$ cat config.mk
export PLATFORM = sky130hd
export DESIGN_NAME = gf_div_arbiter
export DESIGN_NICKNAME = d
export VERILOG_FILES = /design/src/rtl/gf_div_arbiter.sv
export SDC_FILE = /design/constraint.sdc
export NUM_CORES = 1
export LEC_CHECK = 0
export BUFFER_PORTS_ARGS = -buffer_cell sky130_fd_sc_hd__buf_2
export CAP_MARGIN = 20
export CORE_AREA = 5 5 273 275
export CTS_CLUSTER_SIZE = 40
export DETAILED_ROUTE_END_ITERATION = 6
export DIE_AREA = 0 0 278 280
export HOLD_SLACK_MARGIN = 0.03
export PLACE_DENSITY = 0.55
export SETUP_SLACK_MARGIN = 0.05
export SYNTH_ARGS = -nofsm -noshare
export SYNTH_HDL_FRONTEND = slang
export SYNTH_SLANG_ARGS = --single-unit
$ cat constraint.sdc
create_clock -name clk -period 26.4 [get_ports clk]
set_input_delay 3.96 -clock clk [delete_from_list [all_inputs] [get_ports clk]]
set_output_delay 3.96 -clock clk [all_outputs]
set_load 0.01 [all_outputs]
$ cat src/rtl/gf_div_arbiter.sv
// Round-robin arbiter sharing one GF(2^8) divider (poly 0x15F) among NUM_REQ requesters,
// followed by a freezable result pipeline carrying requester tag and divide-by-zero flag.
module gf_div_arbiter #(
  parameter int NUM_REQ     = 4,
  parameter int PIPE_STAGES = 2,
  parameter int ID_W        = 2
) (
  input  logic                 clk,
  input  logic                 rstn,
  input  logic [NUM_REQ-1:0]   req_valid,
  output logic [NUM_REQ-1:0]   req_ready,
  input  logic [NUM_REQ*8-1:0] req_num,
  input  logic [NUM_REQ*8-1:0] req_den,
  input  logic                 hold,
  output logic                 rsp_valid,
  output logic [ID_W-1:0]      rsp_id,
  output logic [7:0]           rsp_quot,
  output logic                 rsp_div0,
  output logic                 busy,
  output logic [15:0]          div0_cnt
);

  function automatic logic [7:0] gf_mul(input logic [7:0] a, input logic [7:0] b);
    logic [7:0] r;
    logic [7:0] x;
    r = 8'h00;
    x = a;
    for (int i = 0; i < 8; i++) begin
      if (b[i]) r = r ^ x;
      x = {x[6:0], 1'b0} ^ (x[7] ? 8'h5F : 8'h00);
    end
    return r;
  endfunction

  // a^-1 = a^254 = a^2 * a^4 * ... * a^128; maps 0 to 0.
  function automatic logic [7:0] gf_inv(input logic [7:0] a);
    logic [7:0] p;
    logic [7:0] r;
    p = a;
    r = 8'h01;
    for (int i = 1; i < 8; i++) begin
      p = gf_mul(p, p);
      r = gf_mul(r, p);
    end
    return r;
  endfunction

  logic [7:0] num_a [NUM_REQ];
  logic [7:0] den_a [NUM_REQ];

  for (genvar g = 0; g < NUM_REQ; g++) begin : g_unpk
    assign num_a[g] = req_num[8*g +: 8];
    assign den_a[g] = req_den[8*g +: 8];
  end

  logic [ID_W-1:0] rr_ptr_q, rr_ptr_d;
  logic [ID_W-1:0] gnt_idx;
  logic            found;
  logic [ID_W:0]   sum;
  logic            xfer;
  logic [7:0]      num_sel, den_sel, quot_c;
  logic            div0_c;

  always_comb begin
    found   = 1'b0;
    gnt_idx = '0;
    sum     = '0;
    for (int k = 0; k < NUM_REQ; k++) begin
      sum = {1'b0, rr_ptr_q} + (ID_W+1)'(k);
      if (sum >= (ID_W+1)'(NUM_REQ)) sum = sum - (ID_W+1)'(NUM_REQ);
      if (!found && req_valid[sum[ID_W-1:0]]) begin
        found   = 1'b1;
        gnt_idx = sum[ID_W-1:0];
      end
    end
  end

  assign xfer      = found && !hold;
  assign req_ready = xfer ? (NUM_REQ'(1) << gnt_idx) : '0;
  assign rr_ptr_d  = (gnt_idx == ID_W'(NUM_REQ-1)) ? '0 : gnt_idx + 1'b1;

  assign num_sel = num_a[gnt_idx];
  assign den_sel = den_a[gnt_idx];
  assign div0_c  = (den_sel == 8'h00);
  assign quot_c  = div0_c ? 8'h00 : gf_mul(num_sel, gf_inv(den_sel));

  logic [PIPE_STAGES-1:0]            vld_pipe_q;
  logic [PIPE_STAGES-1:0][ID_W-1:0]  id_pipe_q;
  logic [PIPE_STAGES-1:0][7:0]       quot_pipe_q;
  logic [PIPE_STAGES-1:0]            div0_pipe_q;
  logic [15:0]                       div0_cnt_q;

  always_ff @(posedge clk) begin
    if (!rstn) begin
      vld_pipe_q  <= '0;
      id_pipe_q   <= '0;
      quot_pipe_q <= '0;
      div0_pipe_q <= '0;
      rr_ptr_q    <= '0;
      div0_cnt_q  <= '0;
    end else if (!hold) begin
      // Stage 0 captures every cycle; its payload only matters when valid.
      vld_pipe_q[0]  <= xfer;
      id_pipe_q[0]   <= gnt_idx;
      quot_pipe_q[0] <= quot_c;
      div0_pipe_q[0] <= div0_c;
      for (int k = 1; k < PIPE_STAGES; k++) begin
        vld_pipe_q[k]  <= vld_pipe_q[k-1];
        id_pipe_q[k]   <= id_pipe_q[k-1];
        quot_pipe_q[k] <= quot_pipe_q[k-1];
        div0_pipe_q[k] <= div0_pipe_q[k-1];
      end
      if (xfer) rr_ptr_q <= rr_ptr_d;
      if (xfer && div0_c && div0_cnt_q != 16'hFFFF) div0_cnt_q <= div0_cnt_q + 16'd1;
    end
  end

  assign rsp_valid = vld_pipe_q[PIPE_STAGES-1];
  assign rsp_id    = id_pipe_q[PIPE_STAGES-1];
  assign rsp_quot  = quot_pipe_q[PIPE_STAGES-1];
  assign rsp_div0  = div0_pipe_q[PIPE_STAGES-1];
  assign busy      = |vld_pipe_q;
  assign div0_cnt  = div0_cnt_q;

endmodule
Word level (Yosys, flattened, before mapping) --
Cells that the tools add are included.
Word-level totals: register bits 42, input bits 71, output and inout bits 33
Operators by class: add/sub/neg operators 9, order comparisons 9, eq/ne operators 2, shifts and indexed selects 1, muxes and demuxes 247, bitwise logic cells 205, reduce and logical (&&, ||, !) cells 14
Operators with widths (count):
- 8-bit 2-to-1 mux | 118
- 8-bit by 7-bit XOR with 8-bit output | 98
- 8-bit XOR | 98
- 7-bit 2-to-1 mux | 99
- 8-bit binary-select mux with 2-bit select | 2
- 2-bit 2-to-1 mux | 10
- 16-bit by 1-bit adder with 16-bit output, second input constant | 1
- 16-bit inequality test, second input constant | 1
- 3-bit >= comparator, second input constant | 4
- 2-bit by 3-bit less-than comparator with 1-bit output, second input constant | 4
- 1-bit 2-to-1 mux | 9
- 1-bit binary-select mux with 2-bit select | 4
- 8-bit zero test | 1
- 4-bit 2-to-1 mux | 2
- 2-bit by 1-bit subtractor with 2-bit output, second input constant | 4
- 1-bit NOT, first input constant | 7
- 2-bit by 2-bit adder with 3-bit output, second input constant | 2
- 1-bit logical AND | 6
- 6-bit 2-to-1 mux | 1
- 5-bit 2-to-1 mux | 1
- 1-bit zero test | 4
- 2-bit AND reduction | 2
- 1-bit by 2-bit << shifter with 4-bit output, first input constant | 1
- 2-bit by 1-bit adder with 3-bit output, second input constant | 1
- other kinds (7) | 7

Depth between registers and ports, before layout --
depth after elaboration 161, gate-level depth with buffers 77, depth with buffers taken out 64

Least setup slack after synthesis --
OpenSTA, ideal clock, no wires.
path kind input port to flip-flop, from in req_valid[2], to reg quot_pipe_q[1] in the netlist's numbering, arrival 20043 ps, setup slack 6233 ps, cell stages on the path 68, buffers on the path 9, cell sequence nor2b_1 buf_6 or4b_1 buf_2 a21bo_1 a32oi_2 buf_2 ha_1 xnor2_2 mux2i_1 xor2_2 inv_1 clkbuf_1 ha_1 mux2i_1 mux2i_1 mux2i_1 or4_1 (+32 left out) nor2_1 a211o_1 a211o_1 a22oi_1 mux2i_1 nand2_1 xnor2_1 buf_4 nand2_1 nor4bb_1 a221o_1 xnor2_1 nand2_1 a21boi_0 o22ai_1 xnor3_1 xnor2_1 o21ai_1
On the way: longest elaborated chain between the ends 156
Ends and longest elaborated chain:
- start, declared | line 10 | input logic [NUM_REQ-1:0] req_valid,
- 1-bit binary-select mux with 2-bit select | line 71 | if (!found && req_valid[sum[ID_W-1:0]]) begin
- 1-bit 2-to-1 mux (implied by the code) | line 71
- 1-bit 2-to-1 mux | line 71
- 1-bit zero test | line 71
- 1-bit logical AND | line 71
- 1-bit 2-to-1 mux | line 71
- 1-bit zero test | line 71
- 1-bit logical AND | line 71
- (+140 left out)
- 8-bit 2-to-1 mux | line 29 | if (b[i]) r = r ^ x;
- 8-bit XOR | line 29
- 8-bit 2-to-1 mux | line 29
- 8-bit XOR | line 29
- 8-bit 2-to-1 mux | line 29
- 8-bit XOR | line 29
- 8-bit 2-to-1 mux | line 29
- 8-bit 2-to-1 mux (*) | line 85 | assign quot_c = div0_c ? 8'h00 : gf_mul(num_sel, gf_inv(den_sel));
- end signal, assigned by index | line 110 | quot_pipe_q[k] <= quot_pipe_q[k-1];
- end, declared | line 89 | logic [PIPE_STAGES-1:0][7:0] quot_pipe_q;
Every way passes the cells marked *; elsewhere a longest branch is shown, timed or not. The select of a mux whose other input is x is not followed. A chain may end at the register's enable or synchronous reset.

Worst setup path in the final report --
from in req_valid[1], to reg quot_pipe_q[0] in the netlist's numbering
The elaborated chain is that of the path after synthesis.

==> flow_metrics.py <==
metrics = {
    "sta": {
        "tns_ns": 0,
        "setup_viol": 0,
        "max_freq_mhz": 42.0,
        "min_period_ns": 23.81,
        "finalHoldViolCount": 0,
        "finalCritPeriodShare": 0.902,
        "grt_setup_unrepaired": "false",
        "fin_skew_ns": 0.00503,
        "tightest_slew_ns": 1.06,
        "slew-limit-headroom": 0.291,
        "slew_violations": 0,
    },
    "detailed_routing": {
        "drt_first_iter_violations": 1914,
        "routedWlPerCell_um": 18.9,
        "viasPerCell": 5.42,
        "wl_um": 72700,
        "ant_nets": 0,
        "vias": 20840,
        "drc_errors": 0,
        "first_pass_iters": 6,
    },
    "grt": {
        "gr-total-overflow": 0,
        "antenna_found_initial": 3,
        "grt_max_degree": 42,
        "grt_pass1_vias": 19083,
        "grt_use_total": 0.176,
        "grt_pass1_wl_um": 114000,
    },
    "floorplan": {
        "die_area_um2": 77800,
        "coreArea_um2": 72100,
        "fp-row-count": 99,
        "die_width_um": 278,
        "ios": 104,
        "die_y_um": 280,
        "start_util": 0.296,
    },
    "cells_and_area": {
        "final_layout_size_suffix_gt1_frac": 0.126,
        "syn_to_final_growth_pct": 7.59,
        "fillers": 7839,
        "nNetsFinal": 2969,
    },
    "clock_network": {
        "clock_path_buffers": 2,
        "numCtsBuffers": 5,
        "clk_pin_slew_worst_paths_ns": 0.07,
        "cts_root_buf": "clkbuf_16",
        "holdBufCountCts": 0,
        "h-tree-depth": 2,
        "cts_sinks": 42,
        "worstSkewPairLatency_ns": 0.29,
        "cts_setup_buffers": 0,
        "cts_resized": 0,
        "cts_tree": "built",
    },
    "worst_setup_path": {
        "cp-start-kind": "primary input",
        "path_class": "primary input to flip-flop",
        "cp_slowest_cell": "xnor2_1",
        "critPathArrivalTime_ns": 24.02,
        "max_stage_delay_ns": 0.88,
        "critPathMostFrequentCell": "xnor2_1",
        "cp_max_fo": 25,
        "required_ns": 26.62,
        "crit_path_end_kind": "flip-flop",
        "r2r_slack_ns": 5.99,
    },
    "worst_hold_path": {
        "holdCritPathClass": "flip-flop to flip-flop",
    },
    "run": {
        "cap_violations": 0,
    },
    "placement": {
        "portBuffers": 103,
        "routabilityCongestion": 0.927,
        "place_hpwl_um": 53700,
    },
    "logic_synthesis": {
        "ys_types": 109,
        "synthCells": 2917,
        "async_reset_ff_frac": 0,
        "synth-main-ff-cell": "dfxtp_1",
        "synth-seq-cells": 42,
        "ys_warn_count": 0,
        "syn_avg_cell_area_um2": 7.33,
        "synth_nets": 3001,
        "synth-edff-count": 0,
        "yosysSeqAreaShare": 0.0393,
        "netlist_area_um2": 21400,
    },
    "outcome": {
        "status": "finished clean",
    },
}
## per-layer routing
metal  GRT usage  share of wire  vias up
met5           0        0.00018        -
met4      0.0384          0.023        2
met3      0.0244          0.069       90
met2       0.287           0.45      736
met1       0.250           0.46     9772
li1            -              -    10240
## cells by family after synthesis
| kind of cell | after synthesis | share of synthesized area |
|---|---|---|
| AO/OA/AOI/OAI | 698 | 0.225 |
| XOR/XNOR | 722 | 0.384 |
| AND/OR/NAND/NOR | 1047 | 0.225 |
| flip-flops | 42 | 0.0393 |
| multiplexers | 117 | 0.0571 |
| adder cells (fa/ha/maj) | 13 | 0.00761 |
| buffers and inverters | 278 | 0.0621 |
## layout by cell type, fill, tap and decap left out, types with 25 or more instances in the layout
cell / instances
xnor2_1: 421
nand2_1: 324
nor2_1: 322
a21oi_1: 162
xor2_1: 132
o21ai_0: 112
buf_2: 103
buf_4: 97
mux2i_1: 95
nand3_1: 84
nor3_1: 84
xnor3_1: 83
and2_1: 44
o21ai_1: 44
dfxtp_1: 42
xnor2_2: 41
o22ai_1: 39
nor2b_1: 32
nand2b_1: 31
a221oi_1: 29
a22oi_1: 29
a211oi_1: 26
a31oi_1: 26
o211ai_1: 25
## sequential cells by signal, summed over array words and instances, names as in the netlist
register     flops
div0_cnt        16
rsp_id           2
rr_ptr_q         2
id_pipe_q        2
rsp_quot         8
quot_pipe_q      8
div0_pipe_q      2
vld_pipe_q       2
## worst paths after layout
check | startpoint | end | cells past startpoint
setup / recovery | req_valid[1] | quot_pipe_q[0]$_SDFFE_PN0N_ | 59
hold / removal | quot_pipe_q[5]$_SDFFE_PN0N_ | quot_pipe_q[5]$_SDFFE_PN0N_ | 2
setup reg to reg | rr_ptr_q[1]$_SDFFE_PN0P_ | quot_pipe_q[0]$_SDFFE_PN0N_ | 57
hold reg to reg | quot_pipe_q[5]$_SDFFE_PN0N_ | quot_pipe_q[5]$_SDFFE_PN0N_ | 2
## synthesized netlist by cell type (19+ instances only)
| cell type | number | share of area |
|---|---|---|
| a221oi_1 | 29 | 0.012 |
| nand2_1 | 324 | 0.057 |
| o22ai_1 | 39 | 0.011 |
| and2_1 | 44 | 0.013 |
| inv_1 | 21 | 0.0037 |
| xnor2_1 | 437 | 0.18 |
| a21oi_1 | 163 | 0.038 |
| mux2i_1 | 95 | 0.044 |
| o221ai_1 | 19 | 0.0078 |
| clkbuf_1 | 96 | 0.017 |
| and3_1 | 20 | 0.0059 |
| or3_1 | 24 | 0.0070 |
| a31oi_1 | 26 | 0.0076 |
| o21ai_1 | 44 | 0.010 |
| nand3_1 | 84 | 0.020 |
| xnor3_1 | 83 | 0.087 |
| nand2b_1 | 31 | 0.0091 |
| buf_1 | 26 | 0.0046 |
| xor2_1 | 136 | 0.056 |
| o211ai_1 | 25 | 0.0088 |
| xnor2_2 | 26 | 0.020 |
| o21ai_0 | 112 | 0.026 |
| a211oi_1 | 26 | 0.0091 |
| buf_2 | 74 | 0.017 |
| dfxtp_1 | 42 | 0.039 |
| nor2b_1 | 32 | 0.0094 |
| buf_4 | 35 | 0.012 |
| a22oi_1 | 29 | 0.010 |
| nor2_1 | 322 | 0.057 |
| nor3_1 | 84 | 0.020 |
## critical path: cells and delay by family
kind,cells,cell delay [ns]
mux,2,0.44
xor+xnor,25,10.50
compound gates,14,3.98
buf+inv,5,1.13
fa+ha+maj,2,0.83
simple gates,11,3.08
## cell type report
type / instances / area, um^2 / area share
well taps: 959 / 1200 / 0.0522
inverters: 39 / 146 / 0.00637
repair buffers: 200 / 1240 / 0.0541
diodes: 2 / 5.00 / 0.000218
clock inverters: 2 / 12.5 / 0.000544
clock buffers: 6 / 139 / 0.00604
multi-input cells: 2597 / 19400 / 0.844
flip-flops and latches: 42 / 841 / 0.0366
## metrics by stage
stage	utilization	hold WS (ns)	setup slack, ns	instance area, um^2	instances
6_report	0.319	0.457	2.59	23000	3847
3_3_place_gp	0.317	0.443	2.67	22800	3837
5_1_grt	0.319	0.495	0.876	23000	3845
4_1_cts	0.319	0.454	2.89	23000	3845
2_1_floorplan	-	0.425	6.23	21400	2917
3_5_place_dp	0.317	0.447	2.61	22800	3837
Power is left out: the tool's default activity adds up to more than one toggle a clock period on the data nets, which glitch-free logic cannot reach.
